## src/rtl/mem_dump_tx.sv

```systemverilog
// Serial read-back of the program memory. Each dump is sent over an 8N1 UART
// line as: header byte, DEPTH data bytes in address order, then an 8-bit sum.
module mem_dump_tx #(
  parameter int unsigned CLK_HZ = 50_000_000,
  parameter int unsigned BAUD   = 115200,
  parameter int unsigned DEPTH  = 16,
  parameter int unsigned ADDR_W = 4,
  parameter logic [7:0]  HEADER = 8'hA5
) (
  input  logic              clk,
  input  logic              rst,
  input  logic              start,
  output logic              rd_en,
  output logic [ADDR_W-1:0] rd_addr,
  input  logic [7:0]        rd_data,
  output logic              tx,
  output logic              busy,
  output logic              done
);

  localparam int unsigned CLKS_PER_BIT = CLK_HZ / BAUD;
  localparam int unsigned CNT_W        = (CLKS_PER_BIT > 1) ? $clog2(CLKS_PER_BIT) : 1;
  localparam int unsigned BIT_W        = 4;

  localparam logic [CNT_W-1:0]  BAUD_LAST = CNT_W'(CLKS_PER_BIT - 1);
  localparam logic [BIT_W-1:0]  BIT_MSB   = BIT_W'(8);
  localparam logic [BIT_W-1:0]  BIT_STOP  = BIT_W'(9);
  localparam logic [ADDR_W-1:0] IDX_LAST  = ADDR_W'(DEPTH - 1);

  typedef enum logic [2:0] {IDLE, HDR, DATA, CHK, FIN} state_t;

  state_t            state, state_d;
  logic [CNT_W-1:0]  baud_cnt, baud_d;
  logic [BIT_W-1:0]  bit_idx, bit_d;
  logic [7:0]        shreg, shreg_d;
  logic [ADDR_W-1:0] data_idx, idx_d;
  logic [7:0]        chk, chk_d;
  logic [ADDR_W-1:0] rd_addr_d;
  logic              rd_en_d, busy_d, done_d, tx_d;
  logic              baud_wrap;

  // State and datapath registers; reset forces the line idle immediately
  always_ff @(posedge clk or negedge rst) begin
    if (!rst) begin
      state    <= IDLE;
      baud_cnt <= '0;
      bit_idx  <= '0;
      shreg    <= '0;
      data_idx <= '0;
      chk      <= '0;
      rd_addr  <= '0;
      rd_en    <= 1'b0;
      busy     <= 1'b0;
      done     <= 1'b0;
      tx       <= 1'b1;
    end else begin
      state    <= state_d;
      baud_cnt <= baud_d;
      bit_idx  <= bit_d;
      shreg    <= shreg_d;
      data_idx <= idx_d;
      chk      <= chk_d;
      rd_addr  <= rd_addr_d;
      rd_en    <= rd_en_d;
      busy     <= busy_d;
      done     <= done_d;
      tx       <= tx_d;
    end
  end

  // Next-state, bit timing, fetch/capture and next line level
  always_comb begin
    state_d   = state;
    baud_d    = baud_cnt;
    bit_d     = bit_idx;
    shreg_d   = shreg;
    idx_d     = data_idx;
    chk_d     = chk;
    rd_addr_d = rd_addr;
    rd_en_d   = rd_en;
    busy_d    = busy;
    done_d    = 1'b0;
    tx_d      = 1'b1;
    baud_wrap = (baud_cnt == BAUD_LAST);

    case (state)
      IDLE, FIN: begin
        if (start) begin
          state_d   = HDR;
          baud_d    = '0;
          bit_d     = '0;
          shreg_d   = HEADER;
          idx_d     = '0;
          chk_d     = '0;
          rd_addr_d = '0;
          busy_d    = 1'b1;
        end else begin
          state_d = IDLE;
        end
      end
      HDR, DATA, CHK: begin
        if (!baud_wrap) begin
          baud_d = baud_cnt + CNT_W'(1);
        end else begin
          baud_d = '0;
          if (bit_idx != BIT_STOP) begin
            bit_d = bit_idx + BIT_W'(1);
            // Entering the stop bit: present the next byte's address
            if (bit_idx == BIT_MSB) begin
              if (state == HDR) begin
                rd_en_d   = 1'b1;
                rd_addr_d = '0;
              end else if (state == DATA && data_idx != IDX_LAST) begin
                rd_addr_d = data_idx + ADDR_W'(1);
              end
            end
          end else begin
            // Last cycle of the stop bit: load the next byte back-to-back
            bit_d = '0;
            if (state == HDR) begin
              state_d = DATA;
              idx_d   = '0;
              shreg_d = rd_data;
              chk_d   = chk + rd_data;
            end else if (state == DATA) begin
              if (data_idx == IDX_LAST) begin
                state_d = CHK;
                shreg_d = chk;
                rd_en_d = 1'b0;
              end else begin
                idx_d   = data_idx + ADDR_W'(1);
                shreg_d = rd_data;
                chk_d   = chk + rd_data;
              end
            end else begin
              state_d = FIN;
              busy_d  = 1'b0;
              done_d  = 1'b1;
            end
          end
        end
      end
      default: state_d = IDLE;
    endcase

    // Line level for the coming cycle: start bit, data LSB first, stop bit
    if (state_d == HDR || state_d == DATA || state_d == CHK) begin
      if (bit_d == '0)
        tx_d = 1'b0;
      else if (bit_d == BIT_STOP)
        tx_d = 1'b1;
      else
        tx_d = shreg_d[3'(bit_d - BIT_W'(1))];
    end
  end

endmodule

```

## config.mk

```make
export PLATFORM = sky130hd
export DESIGN_NAME = mem_dump_tx
export DESIGN_NICKNAME = d
export VERILOG_FILES = /design/src/rtl/mem_dump_tx.sv
export SDC_FILE = /design/constraint.sdc
export NUM_CORES = 1
export LEC_CHECK = 0
export BUFFER_PORTS_ARGS = -buffer_cell sky130_fd_sc_hd__buf_4
export CAP_MARGIN = 20
export CORE_MARGIN = 3
export CORE_UTILIZATION = 40
export CTS_CLUSTER_SIZE = 30
export DETAILED_ROUTE_END_ITERATION = 8
export PLACE_DENSITY = 0.6
export SYNTH_ARGS = -nofsm -noshare
export SYNTH_HDL_FRONTEND = slang
export SYNTH_SLANG_ARGS = --single-unit
```

## constraint.sdc

```tcl
create_clock -name clk -period 3.32 [get_ports clk]
set_clock_uncertainty 0.15 [all_clocks]
set_input_delay 0.498 -clock clk [delete_from_list [all_inputs] [get_ports clk]]
set_output_delay 0.498 -clock clk [all_outputs]
set_load 0.01 [all_outputs]
```

After elaboration in Yosys (flattened, before gate mapping)
Cells that the tools add are included.
{ "totals": {"ff_bits": 44} }
{ "op_classes": {"n_addsub": 5, "magnitude_cmp": 1, "n_eq_ne": 26, "mux": 63, "n_reduce_logical": 15} }
{ "op_table": {"columns": ["operator", "n"], "rows": [
  ["8-bit 2-to-1 mux", 12],
  ["4-bit 2-to-1 mux", 14],
  ["8-bit case mux with 2 select lines", 2],
  ["4-bit case mux with 2 select lines", 3],
  ["1-bit 2-to-1 mux", 21],
  ["9-bit 2-to-1 mux", 2],
  ["9-bit case mux with 2 select lines", 1],
  ["6-bit AND reduction", 3],
  ["2-bit inequality test (second input constant)", 8],
  ["3-bit 2-to-1 mux", 5],
  ["3-bit by 2-bit == test with 1-bit output (second input constant)", 4],
  ["4-bit == test (second input constant)", 3],
  ["9-bit by 1-bit adder with 9-bit output (second input constant)", 1],
  ["9-bit == test (second input constant)", 1],
  ["3-bit inequality test (second input constant)", 3],
  ["4-bit by 1-bit adder with 4-bit output (second input constant)", 2],
  ["8-bit adder", 1],
  ["4-bit inequality test (second input constant)", 2],
  ["7-bit AND reduction", 1],
  ["3-bit by 1-bit == test with 1-bit output (second input constant)", 2],
  ["3-bit case mux with 2 select lines", 1],
  ["2-bit nonzero test", 3],
  ["4-bit logical NOT", 1],
  ["3-bit by 4-bit < comparator with 1-bit output (second input constant)", 1],
  ["other kinds (11)", 13]
]} }

Depth between registers and ports, before layout
{ "depth": {"word_depth": 12, "depth_mapped": 13, "depth_no_buf": 12} }

Worst setup path after synthesis
Ideal clock, no wire load.
{ "synth_path": {"path_type": "reg2reg", "start": "register state[0]", "end": "register tx", "setup_time_ps": 73, "arrival_time_ps": 2271, "path_slack_ps": 826, "path_stages_with_launch": 12, "n_path_buf": 2, "synth_period_minus_slack_ps": 2494, "cell_sequence": "dfrtp_1 buf_2 or3b_2 buf_2 nand2_1 mux2i_4 ha_1 nand2_1 o22ai_1 a211o_1 o2111a_1 a21oi_1"} }
{ "synth_rtl": {"columns": ["element", "line_no", "source"], "rows": [
  ["start, declared", "32", "state_t state, state_d;"],
  ["start signal, assigned", "57", "state <= state_d;"],
  ["3-bit by 1-bit == test with 1-bit output, or another cell as far along", "86", "case (state)"],
  ["3-bit OR reduction / 2-bit OR reduction (equally long branches)", "86", null],
  ["4-bit case mux with 2 select lines *", "86", null],
  ["via bit_d[0]", "34", "logic [BIT_W-1:0] bit_idx, bit_d;"],
  ["3-bit by 1-bit subtractor with 3-bit output", "153", "tx_d = shreg_d[3'(bit_d - BIT_W'(1))];"],
  ["1-bit binary-select mux with 3-bit select", "153", null],
  ["1-bit 2-to-1 mux (implied by the code)", "153", null],
  ["1-bit 2-to-1 mux", "150", "else if (bit_d == BIT_STOP)"],
  ["1-bit 2-to-1 mux *", "148", "if (bit_d == '0)"],
  ["1-bit 2-to-1 mux *", "147", "if (state_d == HDR || state_d == DATA || state_d == CHK) begin"],
  ["via tx_d", "39", "logic rd_en_d, busy_d, done_d, tx_d;"],
  ["end signal, assigned", "67", "tx <= tx_d;"],
  ["end, declared", "16", "output logic tx,"]
]} }
Mark *: on every way through the listed nets, which the timed path passes. The rest lies on a longest branch. The select of a mux whose other input is x is not followed.
A chain may end at the register's enable or synchronous reset.

Worst setup path after layout
{ "layout_path": {"start": "register state[0]", "end": "register tx"} }
{ "layout_via": {"elab_chain_len": 11} }
{ "layout_rtl": {"columns": ["element", "line_no", "source"], "rows": [
  ["3-bit by 2-bit == test with 1-bit output", "86, 125", null],
  ["8-bit 2-to-1 mux", "125", "end else if (state == DATA) begin"],
  ["8-bit 2-to-1 mux", "120", "if (state == HDR) begin"],
  ["8-bit 2-to-1 mux", "106", "if (bit_idx != BIT_STOP) begin"],
  ["8-bit 2-to-1 mux", "102", "if (!baud_wrap) begin"],
  ["8-bit case mux with 2 select lines *", "86", null],
  ["via shreg_d[5]", "35", "logic [7:0] shreg, shreg_d;"],
  ["1-bit binary-select mux with 3-bit select *", "153", null],
  ["1-bit 2-to-1 mux (implied by the code) *", "153", null],
  ["1-bit 2-to-1 mux *", "150", null],
  ["1-bit 2-to-1 mux *", "148", null],
  ["1-bit 2-to-1 mux *", "147", null],
  ["via tx_d", "39", null]
]} }
Marks and branches as above.

==> flow_summary.json <==
{
  "syn_inst": 319,
  "combPwrFrac_pct": 5.1,
  "cp-start-kind": "flop",
  "fin_crit_ps": 2910,
  "die_y_um": 89.8,
  "die_area_um2": 8070,
  "place_area_um2": 3020,
  "cts_hold_buf": 0,
  "path_clk_slew_ps": 80,
  "design_area_um2": 3120,
  "final.setup.tns_ps": 0,
  "fin_ws_ps": 409,
  "post_cts_buffers": 0,
  "status": "complete, no violations",
  "yosysWarnings": 0,
  "place_ws_ps": 401,
  "grt_pass1_vias": 2318,
  "worst_ep_required_time_ps": 3400,
  "p_sw_mw": 0.212,
  "p_seq_share_pct": 58.8,
  "wl_met1_um": 3430,
  "wl_met2_um": 2880,
  "maxCapViolCount": 0,
  "finalHoldViolations": 0,
  "hpwl_um": 4800,
  "drive_above_1_share_pct": 12.2,
  "via_per_inst": 5.62,
  "cts_resized": 0,
  "reg2reg_slack_ps": 410,
  "arrival_ps": 2990,
  "synth_top_area_share_pct": 38.3,
  "slew_headroom_pct": 50.0,
  "syn_area_per_cell_um2": 8.81,
  "fill_cells": 628,
  "gp_congestion": 0.800,
  "final_cell_mix": "nand2_1 (43), dfrtp_1 (43), o21ai_0 (30)",
  "seq_area_um2": 1100,
  "grt_antenna_before_repair": 0,
  "syn_area_um2": 2810,
  "seq_area_frac_synth_pct": 39.2,
  "power_mw": 0.916,
  "fin_nets": 358,
  "grt_pass1_wl_um": 11200,
  "synth_top_cell_by_area": "dfrtp_1",
  "multi_input_area_um2": 1600,
  "synthArstFlopShare_pct": 100,
  "worst_pin_slew_ps": 743,
  "io_pins": 19,
  "vias": 2407,
  "dr.max_layer_used": "met4",
  "synthTopCellsByArea": "dfrtp_1 (38%), nand2_1 (5.7%), ha_1 (5.3%), o21ai_0 (5.3%), nand3_1 (3.4%)",
  "tritoncts": "built",
  "finalCritPeriodShare_pct": 87.7,
  "syn_to_final_growth_pct": 10.9,
  "clock_sinks": 44,
  "clockBufferDepth": 2,
  "rsz0062_at_grt": "false",
  "avgRoutedWirePerCell_um": 15.6,
  "ys.flop_type": "dfrtp_1",
  "die_x_um": 89.8,
  "setup_viol": 0,
  "pwr-share-clk_pct": 36.1,
  "grt_max_degree": 45,
  "track_usage_pct": 16.8,
  "synth_nets": 343,
  "insertion_delay_ps": 300,
  "hold-worst-slack_ps": 40.6,
  "core-area_um2": 6570,
  "final_antenna_net_count": 0,
  "critPathKind": "reg -> reg",
  "h-tree-depth": 2,
  "p_per_area_nw_per_um2": 294,
  "r2r_end": "tx",
  "reg2regPathDepth": 8,
  "io_buffer_count": 18,
  "hold_class": "in -> async",
  "power_leakage_nw": 1.41,
  "drc_errors": 0,
  "r2r-start": "state[0]",
  "cts_root_buf": "clkbuf_8",
  "p_int_mw": 0.704,
  "wl_met3_um": 275,
  "synthDistinctLibCells": 58,
  "crit_path_end_kind": "flop",
  "drt-total-wl_um": 6660,
  "ir_worst_vdd_v": 0.000139,
  "drtPass1Iterations": 4,
  "path_max_fanout": 21,
  "ys_ff_latch": 44,
  "max_freq_ghz": 0.344,
  "rows": 29,
  "synth_edf_count": 0,
  "initialDrtViolationCount": 108,
  "numCtsBuffers": 5,
  "switching_share_pct": 23.1,
  "drv_slew": 0,
  "start_util_pct": 42.8,
  "overflow": 0,
  "antennaDiodeCount": 0
}
-- per-layer routing --
| metal | vias to the layer above | track usage [%] |
|---|---|---|
| li1 | 1187 | - |
| met1 | 1151 | 24.5 |
| met2 | 60 | 25.4 |
| met3 | 9 | 3.67 |
| met4 | 0 | 4.47 |
| met5 | - | 0 |
-- cells by family after synthesis --
kind of cell | count (synthesis) | synth area share [%]
xor+xnor | 9 | 2.81
flops | 44 | 39.2
fa+ha+maj | 13 | 6.06
compound gates | 88 | 20.3
mux | 9 | 3.87
simple gates | 130 | 23.8
buf+inv | 26 | 3.92
-- worst max path at each step --
stage / startpoint / endpoint / slack (ps) / cells past startpoint
global route: state[0] / tx / 200 / 8
detailed placement: state[0] / chk[7] / 400 / 7
finish: state[0] / tx / 410 / 8
CTS: state[0] / chk[7] / 380 / 7
global placement: state[0] / tx / 460 / 8
floorplan: state[0] / tx / 830 / 11
-- stage by stage --
step                      utilization [%]  std cells
after floorplan                         -        319
after global placement               46.0        419
after detailed placement             46.0        419
after CTS                            47.3        427
after global routing                 47.4        428
final                                47.4        428
-- worst max-delay path, stage by stage (launching register included) --
cell and delay (ps):
dfrtp_1 580, and2b_1 500, o21bai_2 150, or4_1 550, o31a_1 370, mux2i_1 190, a211o_1 160, o2111a_1 160
a21oi_1 40
-- cell type report --
| type | count | area share, % |
|---|---|---|
| clock buffers | 7 | 2.45 |
| clock inverters | 1 | 0.161 |
| inverters | 11 | 1.33 |
| multi-input cells | 249 | 51.3 |
| flip-flops and latches | 44 | 35.4 |
| well taps | 93 | 3.73 |
| repair buffers | 23 | 5.66 |
-- cell usage after synthesis, drive strengths merged (3+ instances only) --
master	n
nand4	4
nand2	43
o31ai	6
o22ai	3
nor2b	6
a21o	5
dfrtp	43
xor2	3
inv	11
mux2	5
nor2	21
xnor2	6
nor3	6
o21bai	4
o211ai	3
and3	8
nand3	19
mux2i	4
nand2b	5
buf	8
a21oi	15
o21ai	31
clkbuf	7
a22oi	3
ha	12
-- flip-flops by register name (all words and copies together), names as in the netlist --
register / cells
bit_idx: 4
state: 3
rd_addr: 4
baud_cnt: 9
busy: 1
shreg: 8
tx: 1
rd_en: 1
chk: 8
data_idx: 4
done: 1
-- power by group through the flow --
stage               clock network [mW]  logic [mW]  registers [mW]
detailed placement                   0      0.0471           0.549
floorplan                            0      0.0187           0.549
global route                     0.367      0.0525           0.539
CTS                              0.337      0.0475           0.539
finish                           0.330      0.0466           0.539
global placement                     0      0.0473           0.549
(Power assumes the default switching activity.)
